$ cat src/rtl/cmask_pkg.sv
// ============================================================================
//  Module      : cmask_pkg
//  Description : Shared types and op encodings for the crossbar-mask range
//                controller.
//  Revision    : 1.0 - initial release
// ============================================================================
`default_nettype none

package cmask_pkg;

    localparam logic [1:0] c_OP_SET   = 2'd0;
    localparam logic [1:0] c_OP_SHIFT = 2'd1;
    localparam logic [1:0] c_OP_ALL   = 2'd2;
    localparam logic [1:0] c_OP_RSVD  = 2'd3;

    typedef enum logic [1:0] {
        OP_SET   = c_OP_SET,
        OP_SHIFT = c_OP_SHIFT,
        OP_ALL   = c_OP_ALL,
        OP_RSVD  = c_OP_RSVD
    } cmask_op_t;

    typedef enum logic [1:0] {
        ST_IDLE   = 2'd0,
        ST_SETTLE = 2'd1,
        ST_VALID  = 2'd2
    } cmask_state_t;

endpackage

`default_nettype wire

$ cat src/rtl/cmask_range_check.sv
// ============================================================================
//  Module      : cmask_range_check
//  Description : Combinational legality check and next-range computation for
//                SET / SHIFT / ALL mask commands.
//  Revision    : 1.0 - initial release
// ============================================================================
`default_nettype none

module cmask_range_check
    import cmask_pkg::*;
#(
    parameter int NUM_CROSSBAR = 1024,
    parameter int SRC_SIZE     = 10
) (
    input  logic [1:0]          op,
    input  logic [SRC_SIZE-1:0] opd_start,
    input  logic [SRC_SIZE-1:0] opd_end,
    input  logic [SRC_SIZE-1:0] cur_start,
    input  logic [SRC_SIZE-1:0] cur_end,
    input  cmask_state_t        state,
    output logic                legal,
    output logic [SRC_SIZE-1:0] nxt_start,
    output logic [SRC_SIZE-1:0] nxt_end
);

    localparam logic [SRC_SIZE:0] c_MAX_IDX = (SRC_SIZE+1)'(NUM_CROSSBAR - 1);

    logic [SRC_SIZE:0]   w_sum_end;
    logic [SRC_SIZE-1:0] w_sum_start;

    // Start never exceeds end, so the start sum fits whenever the end sum does.
    assign w_sum_end   = {1'b0, cur_end} + {1'b0, opd_start};
    assign w_sum_start = cur_start + opd_start;

    always_comb begin
        legal     = 1'b0;
        nxt_start = cur_start;
        nxt_end   = cur_end;
        case (op)
            c_OP_SET: begin
                legal     = (opd_start <= opd_end) && ({1'b0, opd_end} <= c_MAX_IDX);
                nxt_start = opd_start;
                nxt_end   = opd_end;
            end
            c_OP_ALL: begin
                legal     = 1'b1;
                nxt_start = '0;
                nxt_end   = c_MAX_IDX[SRC_SIZE-1:0];
            end
            c_OP_SHIFT: begin
                legal     = (state == ST_VALID) && (w_sum_end <= c_MAX_IDX);
                nxt_start = w_sum_start;
                nxt_end   = w_sum_end[SRC_SIZE-1:0];
            end
            default: legal = 1'b0;
        endcase
    end

endmodule

`default_nettype wire

$ cat src/rtl/cmask_range_ctrl.sv
// ============================================================================
//  Module      : cmask_range_ctrl
//  Description : Command-driven owner of the crossbar-mask range registers;
//                tracks generator settling and flags a usable mask.
//  Revision    : 1.0 - initial release
// ============================================================================
`default_nettype none

module cmask_range_ctrl
    import cmask_pkg::*;
#(
    parameter int NUM_CROSSBAR  = 1024,
    parameter int SRC_SIZE      = 10,
    parameter int SETTLE_CYCLES = 1
) (
    input  logic                clock,
    input  logic                reset,
    input  logic                cmd_valid,
    output logic                cmd_ready,
    input  logic [1:0]          cmd_op,
    input  logic [SRC_SIZE-1:0] cmd_start,
    input  logic [SRC_SIZE-1:0] cmd_end,
    output logic [SRC_SIZE-1:0] C_start,
    output logic [SRC_SIZE-1:0] C_end,
    output logic                mask_valid,
    output logic                err
);

    localparam int c_CNT_W = (SETTLE_CYCLES < 2) ? 1 : $clog2(SETTLE_CYCLES + 1);

    cmask_state_t        r_state;
    logic [c_CNT_W-1:0]  r_cnt;
    logic [SRC_SIZE-1:0] r_c_start;
    logic [SRC_SIZE-1:0] r_c_end;
    logic                r_mask_valid;
    logic                r_err;

    logic                w_accept;
    logic                w_legal;
    logic [SRC_SIZE-1:0] w_nxt_start;
    logic [SRC_SIZE-1:0] w_nxt_end;

    cmask_range_check #(
        .NUM_CROSSBAR (NUM_CROSSBAR),
        .SRC_SIZE     (SRC_SIZE)
    ) u_check (
        .op        (cmd_op),
        .opd_start (cmd_start),
        .opd_end   (cmd_end),
        .cur_start (r_c_start),
        .cur_end   (r_c_end),
        .state     (r_state),
        .legal     (w_legal),
        .nxt_start (w_nxt_start),
        .nxt_end   (w_nxt_end)
    );

    // Ready follows registered state only; reset gates it so nothing is taken mid-reset.
    assign cmd_ready  = (r_state != ST_SETTLE) && !reset;
    assign w_accept   = cmd_valid && cmd_ready;
    assign C_start    = r_c_start;
    assign C_end      = r_c_end;
    assign mask_valid = r_mask_valid;
    assign err        = r_err;

    always_ff @(posedge clock) begin
        if (reset) begin
            r_state      <= ST_IDLE;
            r_cnt        <= '0;
            r_c_start    <= '0;
            r_c_end      <= '0;
            r_mask_valid <= 1'b0;
            r_err        <= 1'b0;
        end else begin
            r_err <= 1'b0;
            case (r_state)
                ST_SETTLE: begin
                    if (r_cnt <= c_CNT_W'(1)) begin
                        r_state      <= ST_VALID;
                        r_mask_valid <= 1'b1;
                        r_cnt        <= '0;
                    end else begin
                        r_cnt <= r_cnt - c_CNT_W'(1);
                    end
                end
                default: begin
                    if (w_accept) begin
                        if (w_legal) begin
                            r_state      <= ST_SETTLE;
                            r_cnt        <= c_CNT_W'(SETTLE_CYCLES);
                            r_mask_valid <= 1'b0;
                            r_c_start    <= w_nxt_start;
                            r_c_end      <= w_nxt_end;
                        end else begin
                            r_err <= 1'b1;
                        end
                    end
                end
            endcase
        end
    end

endmodule

`default_nettype wire

$ cat config.mk
export PLATFORM = sky130hd
export DESIGN_NAME = cmask_range_ctrl
export DESIGN_NICKNAME = d
export VERILOG_FILES = /design/src/rtl/cmask_pkg.sv /design/src/rtl/cmask_range_check.sv /design/src/rtl/cmask_range_ctrl.sv
export SDC_FILE = /design/constraint.sdc
export NUM_CORES = 1
export LEC_CHECK = 0
export CAP_MARGIN = 10
export CORE_UTILIZATION = 55
export CTS_CLUSTER_SIZE = 25
export DETAILED_ROUTE_END_ITERATION = 10
export PLACE_DENSITY = 0.85
export SETUP_SLACK_MARGIN = 0.5
export SLEW_MARGIN = 20
export SYNTH_ARGS = -nofsm -noshare
export SYNTH_HDL_FRONTEND = slang
export SYNTH_SLANG_ARGS = --single-unit
$ cat constraint.sdc
create_clock -name clock -period 6.35 [get_ports clock]
set_input_delay 0.9525 -clock clock [delete_from_list [all_inputs] [get_ports clock]]
set_output_delay 0.9525 -clock clock [all_outputs]
set_load 0.01 [all_outputs]
==> run_results.csv, run 1 <==
group,metric,value,unit
outcome,status,"complete, no violations",
synthesis,async_flop_share,0,
final_layout,final_area,0.00292,sq mm
sta,setup_viol,0,
sta,clock_skew,3.73,ps
clock_tree,htreeDepth,1,
floorplanning,start_util,0.586,
critical_path,r2r_start,"C_end[0]$_SDFFE_PP0P_",
grt,grt.total_usage,0.316,
clock_tree,cts_tree,"built",
synthesis,ys_seq_area_frac,0.192,
floorplanning,die_x,68.0,microns
job,cap_violations,0,
sta,fmax,234,MHz
drt,wirelength,6.94,mm
final_layout,antenna_cells,0,
synthesis,ys_ff_latch,23,
synthesis,synthesis.nets,368,
worst_hold_path,min_to,"C_end[0]$_SDFFE_PP0P_",
final_layout,layout_commonest_cell,"clkdlybuf4s50_1",
sta,slew-limit-headroom,0.343,
place,placed_area,0.00287,sq mm
floorplanning,io_pins,48,
grt,grt_pass1_wl,10.9,mm
sta,setup-tns-final,0,ps
clock_tree,post_cts_buffers,0,
clock_tree,clock_latency,270,ps
clock_tree,cts_made_buffers,3,
sta,drv_slew,0,
power,cellPowerDensity,144,mW/mm^2
synthesis,synth_area,0.00239,sq mm
sta,rsz0062_at_grt,"no",
synthesis,synth_ff_type,"dfxtp_1",
worst_hold_path,hold_class,"reg -> reg",
worst_hold_path,hp-start,"C_end[0]$_SDFFE_PP0P_",
grt,grt_antenna_before_repair,0,
clock_tree,cts_resized,0,
critical_path,cp-end-kind,"flop",
drt,num_vias,2604,
synthesis,yosysWarnings,0,
clock_tree,root_buffer,"clkbuf_8",
grt,grt_pass1_vias,2373,
final_layout,drive_above_1_share,0.0261,
place,place.port_buffers,47,
drt,drc,0,
grt,grt-ovfl-total,0,
drt,drt_iter0_drc,195,
sta,timing_hold_violations_final,0,
synthesis,avgSynthCellArea,7.78,sq um
final_layout,mostFrequentLayoutCells,"clkdlybuf4s50_1, a21oi_1, ha_1",
critical_path,cpMaxStageDelayCell,"nor2_1",
critical_path,required,6540,ps
synthesis,synth_area_leader_cell,"dfxtp_1",
synthesis,synth_edf_count,0,
critical_path,ff2ff_setup_slack,3490,ps
power,cellLeakagePower,1.15,nW
final_layout,fin_nets,406,
power,vdd_drop_max,0.0000971,V
synthesis,synthCells,308,
place,dp.final_hpwl,5.24,mm
critical_path,crit_type,"in -> reg",
place,gp_congestion,0.919,
drt,ant_nets,0,
synthesis,post-synth-top-area-fraction,0.192,
critical_path,worst_setup_path_start_kind,"input pin",
floorplanning,die_y,68.0,microns
grt,grt_max_degree,26,
drt,avgRoutedWirePerCell,17.6,microns
critical_path,cpPeakStageDelay,880,ps
sta,min_period,4280,ps
critical_path,worstReg2RegEnd,"C_start[9]$_SDFFE_PP0P_",
critical_path,arrival,4470,ps
clock_tree,cts.clk_slew.worst_paths,90,ps
clock_tree,cts_hold_buf,0,
critical_path,cp_max_fo,25,
synthesis,synth.distinct_cells,55,
clock_tree,clockBufferDepth,2,
synthesis,yosys-top-cells-area,"dfxtp_1, ha_1, a21oi_1",
floorplanning,rows,23,
sta,timing.final.crit_share,0.674,
sta,worstMarginPinSlew,982,ps
critical_path,cp_cell_sequence,"clkdlybuf4s50_1 > inv_1 > ha_1 > clkinv_1 > nor2_1 > nand3b_1 > mux2_2 > a311oi_1",
critical_path,ff2ff_path_depth,9,
floorplanning,dieArea,0.00462,sq mm
final_layout,syn2layout_area_growth,21.8,%
drt,vias_per_cell,6.59,
clock_tree,cts_sinks,23,
floorplanning,fp.coreArea,0.00409,sq mm
drt,firstDrtPassIters,4,
worst_hold_path,whs_path_depth,2,
final_layout,nFillCells,352,
## worst max-delay path, delay by kind of cell
| family | cells | cell delay (ps) |
|---|---|---|
| AND/OR/NAND/NOR | 2 | 1070 |
| buffers and inverters | 3 | 1100 |
| multiplexers | 1 | 320 |
| adder cells (fa/ha/maj) | 1 | 780 |
| AO/OA/AOI/OAI | 1 | 240 |
## layer usage
metal / GRT usage / vias to the layer above / part of all wire
met2: 0.550 / 110 / 0.47
met3: 0.0450 / 19 / 0.085
li1: - / 1256 / -
met1: 0.398 / 1219 / 0.42
met4: 0.0964 / 0 / 0.020
met5: 0 / - / 0
## Yosys cell counts, types with 2 or more instances
master and number:
a211oi_1 12, nor2b_1 5, and2_1 2, o21bai_1 2
or3_1 2, o211ai_1 3, o31ai_1 2, nand2b_1 2
a21oi_1 36, a2111oi_0 2, fa_1 2, nand2_1 13
a21o_1 6, nand3_1 8, or4_1 2, nor2_1 19
mux2i_1 3, clkbuf_1 9, nand3b_1 8, o21a_1 5
xor2_1 2, o21ai_0 23, a31oi_1 5, o2111ai_1 8
nand4b_1 2, a211o_1 3, nand4_1 4, dfxtp_1 23
nor3_1 5, and3_1 2, buf_2 4, a311oi_1 7
inv_1 23, ha_1 33
## power by group
part,switching [mW],internal [mW],total [mW],leakage [nW]
sequential,0.00606,0.151,0.157,0.187
combinational,0.0919,0.0710,0.163,0.937
clock,0.0551,0.0450,0.100,0.0228
## flip-flops by register name, indices dropped and copies added, names as in the netlist
name     cells
r_state      2
C_end       10
err          1
C_start     10
## metrics by stage
stage	instances	setup WS [ps]	total power, mW	hold slack [ps]	util
2_1_floorplan	308	3530	0.260	493	-
3_5_place_dp	391	1820	0.319	492	0.703
3_3_place_gp	391	2000	0.316	487	0.703
5_1_grt	395	1820	0.442	537	0.714
4_1_cts	395	2100	0.417	509	0.714
6_report	395	2070	0.420	512	0.714
## layout make-up
class	instances	area [sq um]	share of cell area
flip-flops and latches	23	460	0.158
multi-input cells	245	1770	0.608
inverters	24	90.1	0.0309
clock buffers	4	45.0	0.0154
well taps	50	62.6	0.0214
repair buffers	49	485	0.166
## cells by family (layout without fill, tap and decap cells)
kind of cell / count (synthesis) / count (layout) / synth area share
buffers and inverters: 40 / 77 / 0.0669
flip-flops: 23 / 23 / 0.192
multiplexers: 4 / 4 / 0.0172
AND/OR/NAND/NOR: 77 / 77 / 0.171
adder cells (fa/ha/maj): 35 / 35 / 0.189
XOR/XNOR: 3 / 3 / 0.0110
AO/OA/AOI/OAI: 126 / 126 / 0.353
## how the worst max path moves through the flow
stage | cells past startpoint | slack, ps | from | end
detailed placement | 8 | 1820 | cmd_op[0] | C_start[7]$_SDFFE_PP0P_
CTS | 8 | 2100 | cmd_op[0] | C_start[7]$_SDFFE_PP0P_
floorplan | 11 | 3530 | cmd_start[0] | C_start[4]$_SDFFE_PP0P_
global route | 8 | 1820 | cmd_op[0] | C_start[7]$_SDFFE_PP0P_
finish | 8 | 2070 | cmd_op[0] | C_start[7]$_SDFFE_PP0P_
global placement | 8 | 2000 | cmd_op[0] | C_start[7]$_SDFFE_PP0P_
Note: power is estimated with default switching activity, not from simulation.
==> run 2, diff against run 1 <==
CORE_UTILIZATION = 47   (was 55)
PLACE_DENSITY = 0.77   (was 0.85)
clock period = 3.6 ns   (was 6.35 ns; I/O delays follow)
==> run 2 against run 1 <==
Effect of this change:
- global-route usage shrank 4.7 points
- worst hold slack lost 6.1 ps
- final cell count grew 5.6%
- clock skew grew 4.6 ps
- power grew 77%
- routed wire length grew 2.5%
- sequential share of layout area shrank 0.43 points
- sequential power grew 76%
- clock power grew 67%
- via count shrank 0.15%
- utilization shrank 9.1 points
- critical path depth grew 1
- critical path type unchanged
==> run_results.csv, run 2 (synthesized netlist as in run 1, its figures left out) <==
group,metric,value,unit
final_layout,antenna_cells,0,
critical_path,critPathBufInv,2,
floorplanning,die_y,73.4,microns
critical_path,cp-end-kind,"flop",
critical_path,required,3770,ps
clock_tree,clockBufferDepth,2,
job,cap_violations,0,
drt,vias_per_cell,6.24,
clock_tree,cts.clk_slew.worst_paths,80,ps
floorplanning,dieArea,0.00538,sq mm
place,place_inst,413,
critical_path,ff2ff_path_depth,10,
final_layout,final_area,0.00300,sq mm
critical_path,ff2ff_setup_slack,1160,ps
clock_tree,cts_made_buffers,3,
place,placed_area,0.00293,sq mm
drt,ant_nets,0,
final_layout,layout_commonest_cell,"clkdlybuf4s50_1",
floorplanning,start_util,0.497,
worst_hold_path,hp-start,"C_end[0]$_SDFFE_PP0P_",
outcome,status,"complete, no violations",
sta,timing_hold_violations_final,0,
critical_path,arrival,3100,ps
critical_path,cpMaxStageDelayCell,"clkdlybuf4s50_1",
place,gp_congestion,0.887,
critical_path,path_depth,9,
critical_path,crit_start,"cmd_start[2]",
grt,grtUsageMet3,0.0165,
final_layout,fin_nets,411,
worst_hold_path,hold_class,"reg -> reg",
sta,fin_hold_ws,506,ps
critical_path,worstReg2RegEnd,"C_start[4]$_SDFFE_PP0P_",
worst_hold_path,min_to,"C_end[0]$_SDFFE_PP0P_",
sta,fmax,341,MHz
drt,num_vias,2600,
grt,grt.total_usage,0.270,
drt,drc,0,
drt,wirelength,7.12,mm
final_layout,drive_above_1_share,0.0514,
sta,setup-tns-final,0,ps
place,place.port_buffers,47,
final_layout,multi_input_area,0.00180,sq mm
sta,drv_slew,0,
grt,grt_antenna_before_repair,0,
drt,avgRoutedWirePerCell,17.1,microns
final_layout,regArea,460,sq um
power,vdd_drop_max,0.000182,V
grt,grt_pass1_vias,2354,
sta,rsz0062_at_grt,"no",
final_layout,mostFrequentLayoutCells,"clkdlybuf4s50_1, a21oi_1, ha_1",
drt,firstDrtPassIters,4,
clock_tree,cts_tree,"built",
power,cellLeakagePower,1.18,nW
critical_path,crit_family,"compound AO/OA/AOI/OAI gates",
power,cellPowerDensity,248,mW/mm^2
clock_tree,root_buffer,"clkbuf_8",
worst_hold_path,whs_path_depth,2,
final_layout,instances_no_fill,417,
grt,grt_max_degree,24,
floorplanning,rows,25,
sta,clock_skew,8.37,ps
sta,timing.final.crit_share,0.815,
place,dp.final_hpwl,5.44,mm
critical_path,worst_setup_path_start_kind,"input pin",
clock_tree,clock_latency,270,ps
grt,grt_pass1_wl,11.3,mm
drt,drt_iter0_drc,195,
final_layout,nFillCells,453,
final_layout,syn2layout_area_growth,25.3,%
critical_path,r2r_start,"C_end[0]$_SDFFE_PP0P_",
clock_tree,cts_sinks,23,
floorplanning,io_pins,48,
sta,worstMarginPinSlew,736,ps
grt,met1_usage,0.387,
sta,slew-limit-headroom,0.509,
critical_path,cp_cell_sequence,"clkdlybuf4s50_1 > ha_1 > nor2b_1 > o2111ai_1 > nand4_1 > a31oi_2 > buf_4 > a21oi_1 > a311oi_1",
sta,min_period,2930,ps
critical_path,cpPeakStageDelay,510,ps
floorplanning,fp.coreArea,0.00482,sq mm
grt,grt-ovfl-total,0,
critical_path,crit_type,"in -> reg",
clock_tree,htreeDepth,1,
sta,setup_viol,0,
critical_path,cp_max_fo,18,
clock_tree,cts_hold_buf,0,
floorplanning,die_x,73.4,microns
grt,use_met2,0.440,
grt,grt_busiest_layer,"met2",
==> run 2: cell types whose count changed in the layout (fill, tap and decap cells not counted) <==
cell	before	now
a2111oi_2	0	1
a2111oi_0	2	1
nor2_2	0	1
a31oi_2	0	1
a31o_4	0	1
buf_4	2	7
nor2_1	19	18
a31o_1	1	0
a31oi_1	5	4
==> run 2: cell type report <==
cell class / instances / area share
repair buffers: 54 / 0.174
well taps: 67 / 0.0279
flip-flops and latches: 23 / 0.153
multi-input cells: 245 / 0.599
inverters: 24 / 0.0300
clock buffers: 4 / 0.0150
==> run 2: report_power, final <==
group	leakage [nW]	internal [mW]	switching, mW
Combinational	0.967	0.132	0.167
Clock	0.0228	0.0790	0.0882
Sequential	0.187	0.266	0.0113
Total	1.18	0.477	0.266
==> run 2: worst register-to-register path: stages, from the launching register on <==
cell,delay [ps]
dfxtp_1,330
ha_1,210
inv_1,70
fa_1,170
nor2b_1,70
o2111ai_1,310
nand4_1,210
a31oi_2,280
buf_4,290
a21oi_1,110
a311oi_1,290
==> run 2: through the flow <==
step	util	setup slack, ps	total power [mW]
3_3_place_gp	0.609	228	0.569
5_1_grt	0.623	483	0.783
2_1_floorplan	-	1190	0.459
3_5_place_dp	0.609	72.7	0.571
6_report	0.623	667	0.744
4_1_cts	0.618	509	0.736
==> run 2: worst max path at each step <==
stage | to | slack, ps
after detailed placement | C_start[6]$_SDFFE_PP0P_ | 70
after floorplan | C_start[4]$_SDFFE_PP0P_ | 1190
after CTS | C_end[9]$_SDFFE_PP0P_ | 510
after global routing | C_start[4]$_SDFFE_PP0P_ | 480
after global placement | C_end[9]$_SDFFE_PP0P_ | 230
final | C_start[4]$_SDFFE_PP0P_ | 670
==> run 2: timing repair <==
| action | 4_1_cts | 5_1_grt |
|---|---|---|
| setup endpoints to repair | 11 | 13 |
| gates resized for setup | 1 | 5 |
| buffers inserted | 0 | 0 |
==> run 2: layer usage <==
layer	share of wire	routed length (microns)
met2	0.46	3250
met4	0.019	137
met3	0.072	511
met1	0.45	3210
met5	0	0
==> run 3, diff against run 2 <==
clock period = 2.4 ns   (was 3.6 ns; I/O delays follow)
==> run 3 against run 2 <==
Effect of this change:
- largest power group unchanged
- cell area rose by 30%
- sequential share of layout area decreased by 3.2 points
- final cell count increased by 17%
- register-to-register slack worse by 1000 ps
- largest cell class unchanged
- sequential power grew 50%
- highest routed layer unchanged
- critical endpoint is now C_end[7]$_SDFFE_PP0P_
- clock skew down 4.7 ps
- via count is 20% higher
==> run_results.csv, run 3 (synthesized netlist as in run 1, its figures left out) <==
group,metric,value,unit
critical_path,arrival,2490,ps
sta,timing.final.crit_share,0.953,
critical_path,cp_cell_sequence,"ha_4 > inv_2 > fa_2 > nor2b_4 > o2111ai_2 > nand4_1 > buf_4 > a31oi_4 > buf_6 > buf_6 > a21oi_4 > a211oi_2",
grt,grt_pass1_vias,3174,
power,swShare,0.386,
clock_tree,root_buffer,"clkbuf_8",
final_layout,drive_above_1_share,0.366,
sta,timing_hold_violations_final,0,
clock_tree,cts_made_buffers,3,
drt,wirelength,9.48,mm
sta,slew-limit-headroom,0.726,
sta,fmax,437,MHz
power,vdd_drop_max,0.000302,V
final_layout,layout_commonest_cell,"buf_4",
sta,fin_hold_ws,508,ps
critical_path,cp_max_fo,6,
critical_path,cpMaxStageDelayCell,"dfxtp_4",
final_layout,mostFrequentLayoutCells,"buf_4, clkdlybuf4s50_1, a21oi_1",
power,p_seq_frac,0.309,
power,p_comb_frac,0.481,
job,cap_violations,0,
clock_tree,clockBufferDepth,2,
sta,rsz0062_at_grt,"yes",
place,placed_area,0.00346,sq mm
worst_hold_path,hold_class,"reg -> reg",
clock_tree,cts_sinks,23,
final_layout,nFillCells,312,
floorplanning,die_x,73.4,microns
grt,grt_pass1_wl,15.1,mm
grt,grt-ovfl-total,0,
sta,drv_slew,0,
power,cellLeakagePower,1.59,nW
sta,worstMarginPinSlew,407,ps
clock_tree,cts.clk_slew.worst_paths,100,ps
floorplanning,start_util,0.497,
drt,drt_iter0_drc,248,
floorplanning,fp.coreArea,0.00482,sq mm
critical_path,cp-end-kind,"flop",
floorplanning,dieArea,0.00538,sq mm
final_layout,final_area,0.00389,sq mm
grt,grt.total_usage,0.371,
sta,min_period,2290,ps
drt,firstDrtPassIters,5,
sta,setup_viol,0,
place,gp_congestion,0.879,
power,switching_power,519,uW
floorplanning,rows,25,
critical_path,required,2610,ps
floorplanning,die_y,73.4,microns
critical_path,worst_setup_path_start_kind,"flop",
drt,drc,0,
power,clockPowerShare,0.209,
drt,vias_per_cell,6.40,
final_layout,syn2layout_area_growth,62.6,%
critical_path,crit_type,"reg -> reg",
final_layout,fin_nets,482,
critical_path,cpPeakStageDelay,360,ps
power,p_int,826,uW
grt,grt_max_degree,24,
critical_path,cpMostUsedCell,"buf_6",
drt,ant_nets,0,
floorplanning,io_pins,48,
place,dp.final_hpwl,6.32,mm
outcome,status,"complete, no violations",
grt,grt_antenna_before_repair,0,
power,cellPowerDensity,345,mW/mm^2
clock_tree,clock_latency,290,ps
final_layout,antenna_cells,0,
clock_tree,cts_tree,"built",
sta,clock_skew,3.71,ps
clock_tree,htreeDepth,1,
drt,num_vias,3125,
place,place.port_buffers,47,
clock_tree,cts_hold_buf,0,
drt,avgRoutedWirePerCell,19.4,microns
[run 3: cell types whose count changed in the layout (fill, tap and decap cells not counted), moves of 9 or more]
cell	before	now
clkdlybuf4s50_1	47	24
o21ai_1	1	12
buf_4	7	68
dlygate4sd2_1	0	9
a21oi_2	0	12
buf_6	0	9
a21oi_1	36	22
o21ai_0	23	12
ha_1	33	19
ha_4	0	12
[run 3: timing repair]
| action | in CTS | in global routing |
|---|---|---|
| buffers inserted | 14 | 3 |
| pin swaps | 48 | 13 |
| endpoints found under the setup margin | 24 | 23 |
| resized for setup | 97 | 19 |
[run 3: power groups by stage]
stage          combinational, mW  sequential (mW)  clock (mW)
2_1_floorplan              0.282            0.429           0
3_3_place_gp               0.529            0.423           0
3_5_place_dp               0.541            0.423           0
4_1_cts                    0.599            0.414       0.277
5_1_grt                    0.687            0.418       0.295
6_report                   0.647            0.416       0.281
[run 3: worst paths after layout]
check / from / to / slack (ps) / depth (start not counted)
worst max register to register: C_end[0]$_SDFFE_PP0P_ / C_end[7]$_SDFFE_PP0P_ / 110 / 12
worst min register to register: C_end[3]$_SDFFE_PP0P_ / C_end[3]$_SDFFE_PP0P_ / 510 / 2
worst min-delay path: C_end[3]$_SDFFE_PP0P_ / C_end[3]$_SDFFE_PP0P_ / 510 / 2
worst max-delay path: C_end[0]$_SDFFE_PP0P_ / C_end[7]$_SDFFE_PP0P_ / 110 / 12
[run 3: area by class of cell]
| cell class | count | area [sq um] | share of cell area |
|---|---|---|---|
| Multi-Input combinational cell | 245 | 2130 | 0.548 |
| Timing Repair Buffer | 125 | 1070 | 0.274 |
| Sequential cell | 23 | 472 | 0.121 |
| Clock buffer | 3 | 41.3 | 0.0106 |
| Tap cell | 67 | 83.8 | 0.0215 |
| Inverter | 24 | 90.1 | 0.0231 |
| Clock inverter | 1 | 5.00 | 0.00128 |
[run 3: worst max-delay path, delay by kind of cell, from the launching register on]
family	cells	cell delay [ps]
adder cells (fa/ha/maj)	2	380
flip-flops	1	360
AND/OR/NAND/NOR	2	230
buffers and inverters	4	540
AO/OA/AOI/OAI	4	680
[run 3: metal layers]
| metal | up-vias | global-route usage | part of all wire |
|---|---|---|---|
| met2 | 196 | 0.622 | 0.47 |
| met3 | 54 | 0.0617 | 0.089 |
| met5 | - | 0 | 0 |
| met1 | 1466 | 0.452 | 0.40 |
| met4 | 0 | 0.201 | 0.043 |
| li1 | 1409 | - | - |
[run 3: metrics by stage]
stage	setup TNS [ps]	setup slack, ps	util	power [mW]	instances
finish	0	113	0.809	1.34	488
global route	0	102	0.809	1.40	488
CTS	0	179	0.795	1.29	485
detailed placement	-9850	-582	0.718	0.965	467
global placement	-8430	-532	0.718	0.951	467
floorplan	0	318	-	0.710	308
